$ cat src/rtl/mult_byte_sequencer.sv
// -----------------------------------------------------------------------------
// mult_byte_sequencer
//
// Operand loader and result serializer for a combinational WIDTHxWIDTH
// multiplier on a pin-limited tile. Operand A and then operand B arrive as
// bytes on din (valid/ready). They are presented on registered op_a/op_b.
// After SETTLE_CYCLES cycles the product is captured. It is then returned as
// two bytes on dout (valid/ready). dout_last marks the second byte.
//
// Ports:
//   clk         rising-edge clock
//   reset       synchronous, active-high reset
//   din         operand byte in
//   din_valid   din holds a byte
//   din_ready   block accepts a byte this cycle (registered)
//   op_a, op_b  registered operands driven to the multiplier
//   prod        multiplier result, combinational from op_a/op_b
//   dout        result byte out (registered)
//   dout_valid  dout holds a result byte (registered)
//   dout_ready  consumer accepts dout this cycle
//   dout_last   current dout is the final result byte (registered)
//   busy        high in every state except LOAD_A (registered)
// -----------------------------------------------------------------------------
module mult_byte_sequencer #(
    parameter int WIDTH         = 8,
    parameter int SETTLE_CYCLES = 1,
    parameter bit LSB_FIRST     = 1'b1
) (
    input  logic                 clk,
    input  logic                 reset,
    input  logic [WIDTH-1:0]     din,
    input  logic                 din_valid,
    output logic                 din_ready,
    output logic [WIDTH-1:0]     op_a,
    output logic [WIDTH-1:0]     op_b,
    input  logic [2*WIDTH-1:0]   prod,
    output logic [WIDTH-1:0]     dout,
    output logic                 dout_valid,
    input  logic                 dout_ready,
    output logic                 dout_last,
    output logic                 busy
);

    localparam int               CNT_W       = 4;
    localparam logic [CNT_W-1:0] SETTLE_LOAD = CNT_W'(SETTLE_CYCLES - 1);
    localparam logic [CNT_W-1:0] CNT_ZERO    = {CNT_W{1'b0}};
    localparam logic [CNT_W-1:0] CNT_ONE     = CNT_W'(1);

    typedef enum logic [2:0] {
        LOAD_A = 3'd0,
        LOAD_B = 3'd1,
        SETTLE = 3'd2,
        SEND_0 = 3'd3,
        SEND_1 = 3'd4
    } state_t;

    state_t                 state_r, state_s;
    logic [CNT_W-1:0]       cnt_r, cnt_s;
    logic [WIDTH-1:0]       op_a_r, op_a_s;
    logic [WIDTH-1:0]       op_b_r, op_b_s;
    logic [2*WIDTH-1:0]     result_r, result_s;
    logic [WIDTH-1:0]       dout_r, dout_s;
    logic                   dout_valid_r, dout_valid_s;
    logic                   dout_last_r, dout_last_s;
    logic                   din_ready_r, din_ready_s;
    logic                   busy_r, busy_s;
    logic                   din_xfer_s;
    logic                   dout_xfer_s;

    // Byte sent first, selected by the configured byte order.
    function automatic logic [WIDTH-1:0] first_byte(input logic [2*WIDTH-1:0] p);
        if (LSB_FIRST) begin
            return p[WIDTH-1:0];
        end else begin
            return p[2*WIDTH-1:WIDTH];
        end
    endfunction

    // Byte sent second: the other half of the product.
    function automatic logic [WIDTH-1:0] second_byte(input logic [2*WIDTH-1:0] p);
        if (LSB_FIRST) begin
            return p[2*WIDTH-1:WIDTH];
        end else begin
            return p[WIDTH-1:0];
        end
    endfunction

    // Next-state, datapath and registered-output next values.
    always_comb begin
        state_s      = state_r;
        cnt_s        = cnt_r;
        op_a_s       = op_a_r;
        op_b_s       = op_b_r;
        result_s     = result_r;
        dout_s       = dout_r;
        dout_valid_s = dout_valid_r;
        dout_last_s  = dout_last_r;
        // Transfers use the registered ready/valid that the other side sees.
        din_xfer_s   = din_valid & din_ready_r;
        dout_xfer_s  = dout_ready & dout_valid_r;

        case (state_r)
            LOAD_A: begin
                if (din_xfer_s) begin
                    op_a_s  = din;
                    state_s = LOAD_B;
                end else begin
                    state_s = LOAD_A;
                end
            end
            LOAD_B: begin
                if (din_xfer_s) begin
                    op_b_s  = din;
                    cnt_s   = SETTLE_LOAD;
                    state_s = SETTLE;
                end else begin
                    state_s = LOAD_B;
                end
            end
            SETTLE: begin
                // The counter is loaded with SETTLE_CYCLES-1, so this state
                // lasts exactly SETTLE_CYCLES cycles.
                if (cnt_r == CNT_ZERO) begin
                    result_s     = prod;
                    dout_s       = first_byte(prod);
                    dout_valid_s = 1'b1;
                    dout_last_s  = 1'b0;
                    state_s      = SEND_0;
                end else begin
                    cnt_s = cnt_r - CNT_ONE;
                end
            end
            SEND_0: begin
                if (dout_xfer_s) begin
                    dout_s      = second_byte(result_r);
                    dout_last_s = 1'b1;
                    state_s     = SEND_1;
                end else begin
                    state_s = SEND_0;
                end
            end
            SEND_1: begin
                if (dout_xfer_s) begin
                    dout_valid_s = 1'b0;
                    dout_last_s  = 1'b0;
                    state_s      = LOAD_A;
                end else begin
                    state_s = SEND_1;
                end
            end
            default: begin
                // Unreachable encodings recover to an idle, empty output.
                state_s      = LOAD_A;
                dout_valid_s = 1'b0;
                dout_last_s  = 1'b0;
            end
        endcase

        // Ready and busy are registered from the state being entered, so
        // they line up with that state in the next cycle.
        din_ready_s = (state_s == LOAD_A) || (state_s == LOAD_B);
        busy_s      = (state_s != LOAD_A);
    end

    // State, datapath and output registers with synchronous reset.
    always_ff @(posedge clk) begin
        if (reset) begin
            state_r      <= LOAD_A;
            cnt_r        <= CNT_ZERO;
            op_a_r       <= {WIDTH{1'b0}};
            op_b_r       <= {WIDTH{1'b0}};
            result_r     <= {(2*WIDTH){1'b0}};
            dout_r       <= {WIDTH{1'b0}};
            dout_valid_r <= 1'b0;
            dout_last_r  <= 1'b0;
            din_ready_r  <= 1'b0;
            busy_r       <= 1'b0;
        end else begin
            state_r      <= state_s;
            cnt_r        <= cnt_s;
            op_a_r       <= op_a_s;
            op_b_r       <= op_b_s;
            result_r     <= result_s;
            dout_r       <= dout_s;
            dout_valid_r <= dout_valid_s;
            dout_last_r  <= dout_last_s;
            din_ready_r  <= din_ready_s;
            busy_r       <= busy_s;
        end
    end

    assign din_ready  = din_ready_r;
    assign op_a       = op_a_r;
    assign op_b       = op_b_r;
    assign dout       = dout_r;
    assign dout_valid = dout_valid_r;
    assign dout_last  = dout_last_r;
    assign busy       = busy_r;

endmodule

$ cat config.mk
export PLATFORM = sky130hd
export DESIGN_NAME = mult_byte_sequencer
export DESIGN_NICKNAME = d
export VERILOG_FILES = /design/src/rtl/mult_byte_sequencer.sv
export SDC_FILE = /design/constraint.sdc
export NUM_CORES = 1
export LEC_CHECK = 0
export CAP_MARGIN = 20
export CORE_AREA = 2 2 55 78
export CTS_BUF_LIST = sky130_fd_sc_hd__clkbuf_4 sky130_fd_sc_hd__clkbuf_8 sky130_fd_sc_hd__clkbuf_16
export CTS_CLUSTER_SIZE = 16
export DETAILED_ROUTE_END_ITERATION = 12
export DIE_AREA = 0 0 57 80
export PLACE_DENSITY = 0.8
export SYNTH_ARGS = -nofsm -noshare
export SYNTH_HDL_FRONTEND = slang
export SYNTH_SLANG_ARGS = --single-unit
$ cat constraint.sdc
create_clock -name clk -period 2.7 [get_ports clk]
set_clock_uncertainty 0.05 [all_clocks]
set_input_delay 0.54 -clock clk [delete_from_list [all_inputs] [get_ports clk]]
set_output_delay 0.54 -clock clk [all_outputs]
set_load 0.005 [all_outputs]
==> metrics <==
status finished, final reports clean; Worst Tran Pin Value between 0.7 and 0.8 ns; most frequent cells in the layout clkdlybuf4s50_1 (55), dfxtp_1 (43), nor2_1 (28), mux2i_1 (24), nand2_1 (23); worst reg2reg setup slack 0.66 ns; Die Span Y about 80 um; post-synthesis register bit count 43; worst skew pair latency around 0.30 ns; number of global-route vias before repair about 1400; RSZ-0062 raised after global routing no; CP endpoint result_r[14]; Hold Buf Count CTS 0; die area ~0.0046 sq mm; worst-case clock buffer depth 2; die boundary width approximately 57 um; power per cell area between 500 and 600 mW/mm^2; sequential share of the synthesized area approximately 47%; Layout area overhead 36.82%; first-pass GRT wire length about 6300 um; Setup CP Type reg -> reg; layout cells sized above 1 approximately 8.5%; maximum vdd ir drop 0.4446 mV; antenna violations before repair 0; clock buffer count from CTS 5; HPWL after DPL roughly 2800 um; Initial Util 47.21%; routed vias/inst 5.183; post-layout min period 2.036 ns; clk sinks 43; Reg clk slew, reported paths 0.08 ns; Tcrit/Tclk final between 70% and 80%; Iter 0 DRT Violations 18; Top FF cell, synth dfxtp_1; PortBufs 55; Min Hold Slack roughly 0.41 ns; Syn. warnings 0; CTS resizes 0; max cap viols 0; Crit path largest cell delay 0.50 ns; Detail Route Antenna Nets 0; Slew HR 51.95%; post-synthesis net count ~220; Final Util between 60 and 70%; WHS Path Cells 2; syn_area_per_cell 9.371 sq um; Worst Setup SP cnt_r[0]; cell count after synthesis between 150 and 200; LEAKAGE 0.9719 nW; number of flops mapped to enable cells by yosys 0; CP required ~2.8 ns; depth of the most critical reg-to-reg path 6; setup TNS 0 ns; fin. max-slew vios 0; core area just under 0.004 sq mm; Vias about 1500; CP endpoint kind register; final-stage net count between 200 and 300; crit start category register; largest net degree at the start of global routing 44; Setup-failing EPs final 0; # rows 27; setup repair bufs after CTS 0; WL final about 4000 um; FF-to-FF End result_r[14]; 1st-pass router iterations 4; global placer's final weighted congestion about 0.76; Root Driver clkbuf_8; CTS tree yes; CP cell instances inv_1 > ha_1 > or4b_4 > or2_1 > mux2i_1 > nor2_1; Post-synth ARST share 0%; DRC 0; post-synth cell types 31; Synth Cell Area roughly 0.0018 sq mm; number of diodes 0; grt ovf 0; Routed WL per cell ~14 um; total track usage ~18%; CP max-delay cell or4b_4; Hold WC Path Type reg -> reg; fmax slightly below 500 MHz; I/O Pins 56; reg2reg start cnt_r[0]; WP data arrival 2.15 ns; Crit Path Max Fanout 10; most common cell after layout, fill and taps aside clkdlybuf4s50_1; htree depth 2; Hold Vio Cnt, Final 0
## per-stage QoR
stage	instances	power, W	worst slack (ns)	cell area [sq um]
finish	289	0.001365	0.6642	2487
global placement	282	0.0008914	0.4752	2381
detailed placement	282	0.0008940	0.4400	2381
global route	289	0.001423	0.4965	2487
CTS	289	0.001376	0.6611	2487
floorplan	194	0.0007964	0.9392	1818
## sequential cells by signal, summed over array words and instances (netlist names)
| name | count |
|---|---|
| state_r | 3 |
| result_r | 8 |
| op_a | 8 |
| busy | 1 |
| dout_valid | 1 |
| dout_last | 1 |
| din_ready | 1 |
| cnt_r | 4 |
| op_b | 8 |
| dout | 8 |
## worst max-delay path: cells and delay by family (launching register included)
kind,cells,cell delay [ns]
simple gates,3,1.01
flops,1,0.33
mux,1,0.25
fa+ha+maj,1,0.16
buf+inv,1,0.10
## synthesized netlist by cell type, types with 2 or more instances
cell type / count / area [sq um]
buf_2: 5 / 25.02
nand3_1: 6 / 30.03
xor2_1: 2 / 17.52
o21ai_0: 2 / 10.01
ha_1: 2 / 25.02
nand2_1: 23 / 86.33
a211oi_2: 2 / 25.02
nor3_1: 4 / 20.02
nor2_1: 28 / 105.1
or2_2: 2 / 12.51
a221oi_2: 2 / 30.03
dfxtp_1: 43 / 860.8
clkbuf_1: 6 / 22.52
mux2i_1: 24 / 240.2
a211oi_1: 8 / 60.06
a21oi_1: 15 / 75.07
buf_6: 2 / 22.52
inv_1: 5 / 18.77
## cell type report
type / count / area (sq um)
Clock buffer: 5 / 68.82
Clock inverter: 2 / 37.54
Fill cell: 339 / 1364
Inverter: 5 / 18.77
Multi-Input combinational cell: 133 / 874.6
Sequential cell: 43 / 860.8
Tap cell: 43 / 53.80
Timing Repair Buffer: 58 / 573.1
## cells by family (layout without fill, tap and decap cells)
kind of cell | count (synthesis) | in the layout | synth area share, %
AND/OR/NAND/NOR | 72 | 72 | 18.72
flip-flops | 43 | 43 | 47.35
AO/OA/AOI/OAI | 32 | 32 | 13.01
multiplexers | 24 | 24 | 13.21
buffers and inverters | 18 | 70 | 4.886
XOR/XNOR | 3 | 3 | 1.446
adder cells (fa/ha/maj) | 2 | 2 | 1.376
## report_power, final
part / internal [W] / leakage [nW] / switching, W
sequential: 0.000661 / 0.349 / 0.0000226
combinational: 0.000114 / 0.573 / 0.0000818
clock: 0.000270 / 0.0502 / 0.000216
total: 0.00104 / 0.972 / 0.000321
## worst min-delay path by stage
stage / to / slack [ns] / start
after detailed placement: op_b[6] / 0.40 / op_b[6]
after global routing: op_b[2] / 0.43 / op_b[2]
after CTS: op_b[6] / 0.41 / op_b[6]
after global placement: op_b[7] / 0.40 / op_b[7]
after floorplan: op_b[0] / 0.40 / op_b[0]
final: op_b[1] / 0.41 / op_b[1]
## routing by layer
metal / wire, um / GRT usage, % / up-vias
met5: 0 / 0 / -
met3: 184 / 4.376 / 4
met2: 2143 / 31.72 / 36
met4: 46 / 6.744 / 0
met1: 1574 / 20.00 / 688
li1: - / - / 770
Power figures use the tool's default switching activity.
